[src/rtl/mem_req_pkg.sv]
// Shared constants for the memory request controller: FSM encoding,
// memory mode pin values and default widths.
package mem_req_pkg;

  localparam int DEF_DW        = 32;
  localparam int DEF_AW        = 8;
  localparam int DEF_REQ_DEPTH = 4;

  typedef enum logic [1:0] {
    ST_IDLE  = 2'd0,
    ST_ISSUE = 2'd1,
    ST_RESP  = 2'd2
  } state_t;

  localparam logic MEM_MODE_READ  = 1'b1;
  localparam logic MEM_MODE_WRITE = 1'b0;

endpackage

[src/rtl/mem_req_fifo.sv]
// Small request FIFO with a combinational head word so the FSM can pop
// and latch the next operation in the same cycle.
module mem_req_fifo #(
  parameter int W     = 41,
  parameter int DEPTH = 4
) (
  input  logic         clk,
  input  logic         rst_n,
  input  logic         push,
  input  logic [W-1:0] din,
  input  logic         pop,
  output logic [W-1:0] dout,
  output logic         full,
  output logic         empty
);

  localparam int PW = $clog2(DEPTH);
  localparam logic [PW:0] FULL_CNT = (PW + 1)'(DEPTH);

  logic [W-1:0]  store_reg [DEPTH];
  logic [PW-1:0] wr_ptr_reg;
  logic [PW-1:0] rd_ptr_reg;
  logic [PW:0]   count_reg;
  logic          push_ok;
  logic          pop_ok;

  // A push while full is refused even if a pop happens in the same cycle.
  assign push_ok = push && !full;
  assign pop_ok  = pop && !empty;
  assign full    = (count_reg == FULL_CNT);
  assign empty   = (count_reg == '0);
  assign dout    = store_reg[rd_ptr_reg];

  always_ff @(posedge clk) begin
    if (push_ok) begin
      store_reg[wr_ptr_reg] <= din;
    end
  end

  always_ff @(posedge clk or negedge rst_n) begin
    if (!rst_n) begin
      wr_ptr_reg <= '0;
      rd_ptr_reg <= '0;
      count_reg  <= '0;
    end else begin
      if (push_ok) begin
        wr_ptr_reg <= wr_ptr_reg + 1'b1;
      end
      if (pop_ok) begin
        rd_ptr_reg <= rd_ptr_reg + 1'b1;
      end
      case ({push_ok, pop_ok})
        2'b10:   count_reg <= count_reg + 1'b1;
        2'b01:   count_reg <= count_reg - 1'b1;
        default: count_reg <= count_reg;
      endcase
    end
  end

endmodule

[src/rtl/mem_req_ctrl.sv]
// Request-side controller for a single-port memory: buffers requests,
// issues them one at a time and returns one response per request, in order.
module mem_req_ctrl
  import mem_req_pkg::*;
#(
  parameter int DW        = DEF_DW,
  parameter int AW        = DEF_AW,
  parameter int REQ_DEPTH = DEF_REQ_DEPTH
) (
  input  logic          clk,
  input  logic          rst_n,
  input  logic          req_valid,
  output logic          req_ready,
  input  logic          req_we,
  input  logic [AW-1:0] req_addr,
  input  logic [DW-1:0] req_wdata,
  output logic          rsp_valid,
  input  logic          rsp_ready,
  output logic          rsp_is_write,
  output logic [AW-1:0] rsp_addr,
  output logic [DW-1:0] rsp_rdata,
  output logic [AW-1:0] mem_addr,
  output logic [DW-1:0] mem_data_in,
  output logic          mem_mode,
  input  logic [DW-1:0] mem_data_out
);

  localparam int FW = DW + AW + 1;

  state_t        state_reg;
  logic          op_we_reg;
  logic [AW-1:0] op_addr_reg;
  logic [DW-1:0] op_wdata_reg;

  logic          rsp_valid_reg;
  logic          rsp_is_write_reg;
  logic [AW-1:0] rsp_addr_reg;
  logic [DW-1:0] rsp_rdata_reg;

  logic [FW-1:0] fifo_din;
  logic [FW-1:0] fifo_dout;
  logic          fifo_full;
  logic          fifo_empty;
  logic          fifo_pop;
  logic          head_we;
  logic [AW-1:0] head_addr;
  logic [DW-1:0] head_wdata;
  logic          issue_write;

  assign fifo_din = {req_we, req_addr, req_wdata};
  assign {head_we, head_addr, head_wdata} = fifo_dout;
  assign req_ready = !fifo_full;

  mem_req_fifo #(
    .W     (FW),
    .DEPTH (REQ_DEPTH)
  ) u_fifo (
    .clk   (clk),
    .rst_n (rst_n),
    .push  (req_valid),
    .din   (fifo_din),
    .pop   (fifo_pop),
    .dout  (fifo_dout),
    .full  (fifo_full),
    .empty (fifo_empty)
  );

  // Pop from IDLE, or straight out of RESP when the response is consumed.
  always_comb begin
    fifo_pop = 1'b0;
    if (!fifo_empty) begin
      if (state_reg == ST_IDLE) begin
        fifo_pop = 1'b1;
      end else if (state_reg == ST_RESP && rsp_ready) begin
        fifo_pop = 1'b1;
      end
    end
  end

  // Memory pins decode from state registers only, so the write strobe
  // drops the instant reset asserts and an in-flight write is abandoned.
  assign issue_write = (state_reg == ST_ISSUE) && op_we_reg;
  assign mem_mode    = issue_write ? MEM_MODE_WRITE : MEM_MODE_READ;
  assign mem_data_in = issue_write ? op_wdata_reg : '0;
  assign mem_addr    = op_addr_reg;

  always_ff @(posedge clk or negedge rst_n) begin
    if (!rst_n) begin
      state_reg        <= ST_IDLE;
      op_we_reg        <= 1'b0;
      op_addr_reg      <= '0;
      op_wdata_reg     <= '0;
      rsp_valid_reg    <= 1'b0;
      rsp_is_write_reg <= 1'b0;
      rsp_addr_reg     <= '0;
      rsp_rdata_reg    <= '0;
    end else begin
      case (state_reg)
        ST_IDLE: begin
          if (!fifo_empty) begin
            op_we_reg    <= head_we;
            op_addr_reg  <= head_addr;
            op_wdata_reg <= head_wdata;
            state_reg    <= ST_ISSUE;
          end
        end
        ST_ISSUE: begin
          rsp_valid_reg    <= 1'b1;
          rsp_is_write_reg <= op_we_reg;
          rsp_addr_reg     <= op_addr_reg;
          rsp_rdata_reg    <= op_we_reg ? '0 : mem_data_out;
          state_reg        <= ST_RESP;
        end
        ST_RESP: begin
          if (rsp_ready) begin
            rsp_valid_reg <= 1'b0;
            if (!fifo_empty) begin
              op_we_reg    <= head_we;
              op_addr_reg  <= head_addr;
              op_wdata_reg <= head_wdata;
              state_reg    <= ST_ISSUE;
            end else begin
              state_reg <= ST_IDLE;
            end
          end
        end
        default: state_reg <= ST_IDLE;
      endcase
    end
  end

  assign rsp_valid    = rsp_valid_reg;
  assign rsp_is_write = rsp_is_write_reg;
  assign rsp_addr     = rsp_addr_reg;
  assign rsp_rdata    = rsp_rdata_reg;

endmodule

[config.mk]
export PLATFORM = sky130hd
export DESIGN_NAME = mem_req_ctrl
export DESIGN_NICKNAME = d
export VERILOG_FILES = /design/src/rtl/mem_req_pkg.sv /design/src/rtl/mem_req_fifo.sv /design/src/rtl/mem_req_ctrl.sv
export SDC_FILE = /design/constraint.sdc
export NUM_CORES = 1
export LEC_CHECK = 0
export BUFFER_PORTS_ARGS = -buffer_cell sky130_fd_sc_hd__buf_2
export CAP_MARGIN = 40
export CORE_ASPECT_RATIO = 0.7
export CORE_MARGIN = 2
export CORE_UTILIZATION = 55
export DETAILED_ROUTE_END_ITERATION = 10
export PLACE_DENSITY = 0.86
export SLEW_MARGIN = 5
export SYNTH_ARGS = -nofsm -noshare
export SYNTH_HDL_FRONTEND = slang
export SYNTH_HIERARCHICAL = 1
export SYNTH_SLANG_ARGS = --single-unit
[constraint.sdc]
create_clock -name clk -period 4.3 [get_ports clk]
set_input_delay 0.215 -clock clk [delete_from_list [all_inputs] [get_ports clk]]
set_output_delay 0.215 -clock clk [all_outputs]
set_load 0.02 [all_outputs]
# Yosys cells after proc, flatten, opt, wreduce, memory -nomap -nowiden
# Memories as Yosys holds them, arrays and structs flattened.
# Index checks and enable logic that the tools add are counted.
# word_totals
register_bits,92
mem_bits_rw,164
out_inout_bits,84
memories,1
# mem_list
memory,words,word_bits,read_ports,rd_clocked_by_memory_dff,wr,line_no,rtl
u_fifo.store_reg,4,41,1,0,1,mem_req_fifo.sv:20,logic [W-1:0] store_reg [DEPTH];
# classes
addsub,4
eq_ne,7
mux,24
n_reduce_logical,14
# op_table
operator,n
32-bit two-way mux,4
32-bit case mux with 2 select lines,1
8-bit two-way mux,2
8-bit case mux with 2 select lines,1
1-bit two-way mux,10
2-bit case mux with 3 select lines,1
3-bit case mux with 2 select lines,1
2-bit AND reduction,3
2-bit nonzero test,3
2-bit by 1-bit adder with 2-bit output (second input constant),2
2-bit by 1-bit == test with 1-bit output (second input constant),2
2-bit == test (second input constant),2
1-bit logical AND,4
2-bit two-way mux,2
2-bit inequality test (second input constant),2
1-bit case mux with 2 select lines,2
3-bit by 1-bit adder with 3-bit output (second input constant),1
3-bit == test (second input constant),1
3-bit logical NOT,1
3-bit by 1-bit subtractor with 3-bit output (second input constant),1
1-bit logical NOT,2
2-bit logical NOT,1

# Depth between registers and ports, before layout
# Gate-level depths: netlist of run 1.
# depth
word_depth,8
mapped_depth,10
mapped_depth_nobuf,9

# By module
# The synthesis of run 1 kept the hierarchy.
# modules_own_cells
module,instances,cells_per_inst,area_each_um2,seq_area_each_um2
mem_req_fifo,1,253,6331.1,5099.9
mem_req_ctrl,1,316,3573.4,2127.0

# Worst setup path after synthesis of run 1
# Ideal clock, no wire load.
# synth_timing
kind,reg2reg
from,register u_fifo.count_reg[0]
to,register u_fifo.count_reg[2]
arrival_time_ps,2135
path_slack_ps,2086
path_stages_with_launch,11
n_path_buf,1
period_less_slack_ps,2214
cell_sequence,dfrtp_1 -> nor3_1 -> nor3b_4 -> buf_6 -> o31a_2 -> ha_1 -> inv_1 -> fa_1 -> xor2_1 -> nor2_1 -> xor2_1
# synth_via
elab_chain_cells,5
# synth_lines
item,line_no,rtl
start: declaration,mem_req_fifo.sv:23,logic [PW:0] count_reg;
start signal: assignment,mem_req_fifo.sv:53,2'b10: count_reg <= count_reg + 1'b1;
start signal: assignment,mem_req_fifo.sv:54,2'b01: count_reg <= count_reg - 1'b1;
start signal: assignment,mem_req_fifo.sv:55,default: count_reg <= count_reg;
3-bit logical NOT (*),mem_req_fifo.sv:31,assign empty = (count_reg == '0);
via fifo_empty,mem_req_ctrl.sv:43,logic fifo_empty;
1-bit two-way mux (*),mem_req_ctrl.sv:71,if (!fifo_empty) begin
via fifo_pop,mem_req_ctrl.sv:44,logic fifo_pop;
1-bit logical AND (*),mem_req_fifo.sv:29,assign pop_ok = pop && !empty;
via u_fifo.pop_ok,mem_req_fifo.sv:25,logic pop_ok;
2-bit by 1-bit == test with 1-bit output or 2-bit == test (tied branches),mem_req_fifo.sv:52,"case ({push_ok, pop_ok})"
3-bit case mux with 2 select lines or 2-bit nonzero test (tied branches),n/a,
# The timed path passes the listed nets; every way through them passes the cells marked *.
# A chain may end at the register's enable or synchronous reset.

# Final worst setup path of run 1
# layout_timing
from,register state_reg[0]
to,output mem_data_in[14]
# layout_via
elab_chain_cells,3
# layout_lines
item,line_no,rtl
start: declaration,mem_req_ctrl.sv:30,state_t state_reg;
start signal: assignment,mem_req_ctrl.sv:89,state_reg <= ST_IDLE;
start signal: assignment,mem_req_ctrl.sv:104,state_reg <= ST_ISSUE;
start signal: assignment,mem_req_ctrl.sv:112,state_reg <= ST_RESP;
2-bit by 1-bit == test with 1-bit output,mem_req_ctrl.sv:82,assign issue_write = (state_reg == ST_ISSUE) && op_we_reg;
1-bit logical AND,mem_req_ctrl.sv:82,
32-bit two-way mux,mem_req_ctrl.sv:84,assign mem_data_in = issue_write ? op_wdata_reg : '0;
end: declaration,mem_req_ctrl.sv:23,"output logic [DW-1:0] mem_data_in,"
# No other way between the ends.

==> results.cfg, run 1 <==
[clocking]
cts_sinks = 256
cts_max_level = 1
post_cts.repair.setup_buffers = 0
cts_root_buf = clkbuf_16
clkLatencyLatePin_ps = 510
path_clk_slew_ps = 70
ctsResizeCount = 0
cts_made_buffers = 24
cts_tree = built
cts_buffer_depth = 3

[synthesis]
synth_compound_gate_area_share = 0.00253
synth_area_mm2 = 0.00990
synthMuxAreaShare = 0.142
synth_edf_count = 164
synth_common_cells = 164 x edfxtp_1, 93 x nand2_1, 92 x dfrtp_1
synthCells = 569
syn-num-nets = 652
synth_top_area_frac = 0.497
async_flop_share = 0.359
synth_seq_cells = 256
yosysMostFrequentCell = edfxtp_1
syn_area_per_cell_um2 = 17.4
seq_area_frac_synth = 0.730
yosys_warnings = 6
synth-simple-area-share = 0.0904
synth_fa_ha_area_frac = 0.00834
synth_area_leaders = edfxtp_1 50%, dfrtp_1 23%, mux4_2 9.3%
synth_top_cell_by_area = edfxtp_1
synth_top_family_by_area = multiplexers
ys.flop_type = edfxtp_1
ys_types = 31
synth_xor_area_frac = 0.00531

[sta]
slew_violations = 0
clock_skew_ps = 7.96
setup_slack_ps = 1850
period_share = 0.571
hold_viol_final = 0
max_freq_mhz = 408
rsz0062_at_grt = no
finalSetupViolCount = 0
min_period_ps = 2450
fin_setup_tns_ps = 0
worst_slew_pin_slew_ps = 998
relSlewSlack = 0.335

[finish]
nNetsFinal = 890
drive_gt1_frac = 0.367
syn2layout_area_growth_pct = 26.6
largest_register_ffs = 164
fillers = 1110

[global_route]
grt_pass1_wl_mm = 32.9
grt_max_degree = 67
antenna_found_initial = 1
grt_pass1_vias = 6188
grt_overflow = 0
track_usage = 0.227

[power]
irDropWorstVdd_uv = 447
power.density_mw_per_mm2 = 716
p_leak_nw = 5.26

[status]
status = finished clean

[placement]
hpwl_mm = 12.7
portBuffers = 160
place_ws_ps = 2060
gp_congestion = 0.814

[worst_setup_path]
cp_max_fo = 29
cp.required_ps = 4090
r2r_cells = 9
reg2reg_from = u_fifo/count_reg[0]
crit_path_end = mem_data_in[14]
cp.arrival_ps = 2240
critPathLaunch = state_reg[0]
r2r_slack_ps = 2070
worst_setup_path_end_kind = output port
worstReg2RegEnd = u_fifo/count_reg[2]
criticalPathCategory = flip-flop to output port
worstSetupStartpointType = flip-flop

[route]
via_per_inst = 5.56
postRouteAntennaNets = 0
vias = 5907
wire_per_inst_um = 20.4
finalWirelength_mm = 21.7
drc_errors = 0
first_pass_iters = 6
drt_iter0_drc = 451

[die]
ios = 161
die-area_mm2 = 0.0191
core_mm2 = 0.0179
die_y_um = 116
core.rowCount = 41
die_x_um = 164
initial_core_util = 0.555

[flow_run]
maxCapViolCount = 0

[min_path]
holdCritPathClass = input pin to flip-flop
## critical path: stages (launching register included)
cell and delay [ps]:
dfrtp_1 470, nor2b_4 560, buf_16 240, and3_1 250
buf_2 190
## layout make-up
cell class	instances	area, um2	area share
flip-flops and latches	256	7230	0.577
multi-input cells	270	2470	0.197
repair buffers	246	1730	0.138
clock buffers	35	724	0.0578
well taps	236	295	0.0235
clock inverters	9	50.0	0.00399
inverters	9	33.8	0.00269
diodes	1	2.50	0.000200
## power by group
| part | leakage, nW | internal (mW) | switching, mW |
|---|---|---|---|
| clock | 0.383 | 1.17 | 0.872 |
| sequential | 2.62 | 3.39 | 0.459 |
| combinational | 2.26 | 1.43 | 1.65 |
## repair_timing
action	CTS	global route
hold buffers	74	0
endpoints found under the hold margin	242	0
endpoints found under the setup margin	0	0
## worst min-delay path by stage
stage                         start       endpoint  slack [ps]  depth (start not counted)
after floorplan               rst_n    mem_addr[0]         -80                          0
after global placement        rst_n  rsp_rdata[10]         220                          1
after detailed placement      rst_n  rsp_rdata[10]         240                          1
after CTS                 rsp_ready   state_reg[1]           8                          3
after global routing      rsp_ready   state_reg[1]          30                          3
final                     rsp_ready   state_reg[1]          30                          3
## layer usage
metal / vias up / GRT usage / wire (um)
met5: - / 0 / 13
met4: 2 / 0.0446 / 318
met3: 32 / 0.0405 / 1630
met2: 257 / 0.408 / 10800
met1: 3029 / 0.299 / 8920
li1: 2587 / - / -
## cells by family after synthesis
| family | count (synthesis) |
|---|---|
| fa+ha+maj | 6 |
| compound gates | 4 |
| buf+inv | 43 |
| flops | 256 |
| mux | 84 |
| xor+xnor | 6 |
| simple gates | 170 |
## layout by cell type, fill, tap and decap left out, types with 2 or more instances in the layout
cell type / netlist / routed
buf_4: 1 / 6
inv_1: 9 / 9
edfxtp_1: 164 / 164
buf_12: 0 / 6
dfrtp_2: 0 / 3
and3_1: 32 / 32
dfrtp_1: 92 / 89
mux2_2: 41 / 41
nand3b_1: 32 / 32
xnor2_1: 3 / 3
clkbuf_16: 0 / 26
a21oi_1: 2 / 2
clkinv_2: 0 / 3
nand2_1: 93 / 93
buf_2: 13 / 159
clkbuf_1: 16 / 5
clkbuf_8: 0 / 4
clkinv_1: 0 / 4
ha_1: 5 / 5
mux4_2: 41 / 41
xor2_1: 3 / 3
and3_2: 4 / 4
dlygate4sd3_1: 0 / 74
## through the flow
step                hold WS [ps]  instances  total power [mW]  instance area (um2)   util
finish                      25.8       1062              8.98                12500  0.702
global route                26.0       1061              9.42                12500  0.702
CTS                         7.83       1061              9.00                12500  0.702
detailed placement           238        943              6.90                11000  0.617
global placement             221        936              6.60                10900  0.609
floorplan                  -80.6        569              5.92                 9900      -
Power figures use the tool's default switching activity.
==> run 2: changes to the inputs <==
--- a/config.mk
+++ b/config.mk
@@ -9,9 +9,9 @@
 export CAP_MARGIN = 40
 export CORE_ASPECT_RATIO = 0.7
 export CORE_MARGIN = 2
-export CORE_UTILIZATION = 55
+export CORE_UTILIZATION = 51
 export DETAILED_ROUTE_END_ITERATION = 10
-export PLACE_DENSITY = 0.86
+export PLACE_DENSITY = 0.84
 export SLEW_MARGIN = 5
 export SYNTH_ARGS = -nofsm -noshare
 export SYNTH_HDL_FRONTEND = slang
==> constraint.sdc (replaced) <==
create_clock -name clk -period 2.2 [get_ports clk]
set_input_delay 0.11 -clock clk [delete_from_list [all_inputs] [get_ports clk]]
set_output_delay 0.11 -clock clk [all_outputs]
set_load 0.02 [all_outputs]
==> results.cfg, run 2 (synthesis results as in run 1) <==
[status]
status = finished clean

[finish]
regArea_mm2 = 0.00723
final_cell_mix = 164 x edfxtp_1, 159 x buf_2, 93 x nand2_1, 88 x dfrtp_1, 75 x dlygate4sd3_1
syn2layout_area_growth_pct = 28.2
n_antenna_cell = 0
drive_gt1_frac = 0.381
final_common_cell = edfxtp_1
largest_register_ffs = 164
final_util = 0.669
fillers = 1208
multi_input_area_mm2 = 0.00250
fin_area_mm2 = 0.0127
nNetsFinal = 900

[die]
die_x_um = 171
ios = 161
initial_core_util = 0.522
die-area_mm2 = 0.0206
core.rowCount = 42
die_y_um = 121
core_mm2 = 0.0190

[global_route]
grt_pass1_vias = 6021
antenna_found_initial = 0
grt_pass1_wl_mm = 32.0
grt_overflow = 0
track_usage = 0.203
grt_max_degree = 49

[min_path]
holdCritPathClass = input pin to flip-flop

[placement]
gp_congestion = 0.709
hpwl_mm = 11.8
place_area_mm2 = 0.0111
portBuffers = 160
place_ws_ps = 90.0

[worst_setup_path]
worstSetupStartpointType = flip-flop
cp_max_fo = 3
cp.required_ps = 2630
crit_path_end = u_fifo/count_reg[2]
criticalPathCategory = flip-flop to flip-flop
worst_setup_path_end_kind = flip-flop
critPathLaunch = u_fifo/count_reg[0]
r2r_slack_ps = 110
reg2reg_from = u_fifo/count_reg[0]
worstReg2RegEnd = u_fifo/count_reg[2]
cp.arrival_ps = 2520
r2r_cells = 9

[route]
first_pass_iters = 5
postRouteAntennaNets = 0
wire_per_inst_um = 18.8
drc_errors = 0
finalWirelength_mm = 20.7
via_per_inst = 5.29
drt_iter0_drc = 377
vias = 5817

[power]
total_power_mw = 17.8
swShare = 0.320
pwr-share-comb = 0.344
irDropWorstVdd_uv = 712
p_leak_nw = 5.33
clockPowerShare = 0.243
p_int_mw = 12.1
power_frac_seq = 0.413
power.density_mw_per_mm2 = 1400
switchingPower_mw = 5.71

[sta]
slew_violations = 0
hold_viol_final = 0
relSlewSlack = 0.564
max_freq_mhz = 479
clock_skew_ps = 7.81
worst_slew_pin_slew_ps = 653
rsz0062_at_grt = no
setup_slack_ps = 112
fin_setup_tns_ps = 0
min_period_ps = 2090
period_share = 0.949
finalSetupViolCount = 0

[flow_run]
maxCapViolCount = 0

[clocking]
cts_made_buffers = 24
cts_buffer_depth = 3
cts_max_level = 1
cts_tree = built
clkLatencyLatePin_ps = 510
cts_root_buf = clkbuf_16
path_clk_slew_ps = 60
cts_sinks = 256
==> run 2: area by class of cell <==
type	count	share of cell area
tap	264	0.0260
clock inverter	12	0.0125
timing repair buffer	256	0.139
sequential	256	0.570
inverter	9	0.00266
multi-input combinational	270	0.197
clock buffer	32	0.0537
==> run 2: what timing repair did <==
| action | 4_1_cts | 5_1_grt |
|---|---|---|
| hold endpoints to repair | 237 | 0 |
| buffers inserted | 0 | 1 |
| gates resized for setup | 0 | 0 |
| hold buffers | 75 | 0 |
| endpoints found under the setup margin | 0 | 1 |
==> run 2: worst min path at each step <==
stage	slack, ps	depth (start not counted)	start	end
6_report	20	3	req_valid	u_fifo/wr_ptr_reg[0]
5_1_grt	40	3	req_valid	u_fifo/wr_ptr_reg[0]
4_1_cts	10	3	req_valid	u_fifo/wr_ptr_reg[0]
3_5_place_dp	140	1	rst_n	rsp_rdata[26]
3_3_place_gp	130	1	rst_n	rsp_rdata[26]
2_1_floorplan	-190	0	rst_n	mem_addr[0]
==> run 2: through the flow <==
step                      hold slack [ps]  cells
after floorplan                      -186    569
after global placement                132    979
after detailed placement              142    979
after CTS                            10.2   1098
after global routing                 37.7   1099
final                                18.8   1099
==> run 2: worst max-delay path: stages (launching register included) <==
cell     delay (ps)
dfrtp_2         400
or3b_4          390
and2_4          190
inv_1            50
ha_2            180
inv_1            60
fa_2            330
xor2_1          150
nor2_1          120
xor2_1          140
==> run 2: power by group through the flow <==
stage	clock (mW)	sequential, mW	combinational [mW]
floorplan	0	7.63	3.99
global placement	0	7.37	5.90
detailed placement	0	7.44	6.04
CTS	4.41	7.36	6.18
global route	4.60	7.52	6.64
finish	4.33	7.37	6.13
==> run 2: layer usage <==
layer | part of all wire | vias to the layer above | global-route usage
li1 | - | 2615 | -
met1 | 0.42 | 2930 | 0.267
met3 | 0.076 | 27 | 0.0416
met4 | 0.015 | 0 | 0.0406
met5 | 0 | - | 0
met2 | 0.49 | 245 | 0.356
==> run 3: changes to the inputs <==
--- a/config.mk
+++ b/config.mk
@@ -5,13 +5,13 @@
 export SDC_FILE = /design/constraint.sdc
 export NUM_CORES = 1
 export LEC_CHECK = 0
-export BUFFER_PORTS_ARGS = -buffer_cell sky130_fd_sc_hd__buf_2
 export CAP_MARGIN = 40
 export CORE_ASPECT_RATIO = 0.7
 export CORE_MARGIN = 2
-export CORE_UTILIZATION = 51
+export CORE_UTILIZATION = 55
 export DETAILED_ROUTE_END_ITERATION = 10
-export PLACE_DENSITY = 0.84
+export DONT_BUFFER_PORTS = 1
+export PLACE_DENSITY = 0.81
 export SLEW_MARGIN = 5
 export SYNTH_ARGS = -nofsm -noshare
 export SYNTH_HDL_FRONTEND = slang
==> results.cfg, run 3 (synthesis results as in run 1) <==
[worst_setup_path]
worst_setup_path_end_kind = flip-flop
cp_max_fo = 3
reg2reg_from = u_fifo/count_reg[0]
criticalPathCategory = flip-flop to flip-flop
r2r_cells = 9
cp.required_ps = 2620
cpPeakStageDelay_ps = 400
cp.arrival_ps = 2530
slowest_stage = dfrtp_2
worstSetupStartpointType = flip-flop
cp_top_family = simple AND/OR/NAND/NOR gates
critPathBufInv = 2
cp_cell_sequence = or3b_4 -> and2_4 -> inv_1 -> ha_2 -> inv_1 -> fa_2 -> xor2_1 -> nor2_1 -> xor2_1
r2r_slack_ps = 90
worstReg2RegEnd = u_fifo/count_reg[2]

[clocking]
cts_buffer_depth = 3
cts_max_level = 1
cts_made_buffers = 25
clkLatencyLatePin_ps = 510
cts_root_buf = clkbuf_16
cts_sinks = 256
cts_tree = built
path_clk_slew_ps = 70

[route]
via_per_inst = 5.76
finalWirelength_mm = 20.5
postRouteAntennaNets = 0
drt_iter0_drc = 426
vias = 5285
drc_errors = 0
wire_per_inst_um = 22.3
first_pass_iters = 4

[sta]
hold_viol_final = 0
relSlewSlack = 0.567
worst_slew_pin_slew_ps = 649
holdWs_ps = 172
min_period_ps = 2110
fin_setup_tns_ps = 0
max_freq_mhz = 474
period_share = 0.958
finalSetupViolCount = 0
clock_skew_ps = 8.16
slew_violations = 0

[power]
p_leak_nw = 4.62
power.density_mw_per_mm2 = 1440
switchingPower_mw = 5.71
p_int_mw = 11.4
total_power_mw = 17.1
pwr-share-comb = 0.307
irDropWorstVdd_uv = 644
power_frac_seq = 0.462
swShare = 0.334
clockPowerShare = 0.231

[die]
core.rowCount = 41
core_mm2 = 0.0179
die-area_mm2 = 0.0191
die_x_um = 164
initial_core_util = 0.555
ios = 161
die_y_um = 116

[placement]
hpwl_mm = 11.3
portBuffers = 0
gp_congestion = 0.765

[status]
status = finished clean

[global_route]
antenna_found_initial = 1
grt_overflow = 0
grt_pass1_vias = 5491
grt_max_degree = 93
track_usage = 0.212
grt_pass1_wl_mm = 30.1

[finish]
fillers = 1172
largest_register_ffs = 164
final_util = 0.664
syn2layout_area_growth_pct = 19.7
nNetsFinal = 745
multi_input_area_mm2 = 0.00250
drive_gt1_frac = 0.237
regArea_mm2 = 0.00724
final_common_cell = edfxtp_1
final_cell_mix = 164 x edfxtp_1, 93 x nand2_1, 87 x dfrtp_1, 76 x dlygate4sd3_1

[flow_run]
maxCapViolCount = 0

[min_path]
holdCritPathClass = input pin to flip-flop
whs_endpoint = u_fifo/store_reg[0][33]
hp-start = req_valid
holdPathStages = 2
## run 3: worst max-delay path by stage
stage / from / endpoint / slack (ps) / cells past startpoint
after floorplan: u_fifo/count_reg[1] / u_fifo/count_reg[2] / 30 / 10
after global placement: u_fifo/count_reg[2] / u_fifo/count_reg[2] / 140 / 9
after detailed placement: u_fifo/count_reg[2] / u_fifo/count_reg[2] / 30 / 9
after CTS: u_fifo/count_reg[2] / u_fifo/count_reg[2] / 20 / 9
after global routing: u_fifo/count_reg[1] / u_fifo/count_reg[2] / -2 / 10
final: u_fifo/count_reg[0] / u_fifo/count_reg[2] / 90 / 9
## run 3: repair_timing
action,CTS,global route
buffers inserted,0,3
gates resized for setup,0,1
hold endpoints to repair,293,0
hold buffers,77,0
setup endpoints to repair,0,22
## run 3: routing by layer
metal | wire length (um) | GRT usage
met5 | 0 | 0
met4 | 352 | 0.0545
met3 | 1620 | 0.0543
met2 | 10400 | 0.372
met1 | 8120 | 0.268
## run 3: area by class of cell
type | instances | share of cell area
Antenna cell | 1 | 0.000211
Multi-Input combinational cell | 270 | 0.211
Clock buffer | 36 | 0.0606
Tap cell | 236 | 0.0249
Timing Repair Buffer | 100 | 0.0864
Sequential cell | 256 | 0.611
Inverter | 9 | 0.00285
Clock inverter | 9 | 0.00380
## run 3: power groups by stage
stage	logic, mW	registers, mW	clock network (mW)
3_5_place_dp	5.04	8.01	0
2_1_floorplan	3.99	7.63	0
3_3_place_gp	4.65	8.01	0
6_report	5.25	7.92	3.96
4_1_cts	5.24	7.92	4.03
5_1_grt	5.67	8.08	4.25
## run 3: stage by stage
step           area (um2)  setup WS (ps)  std cells
6_report            11900           91.3        917
5_1_grt             11900          -2.21        917
4_1_cts             11800           15.7        913
3_5_place_dp        10300           35.0        791
3_3_place_gp        10300            139        790
2_1_floorplan        9930           29.7        569
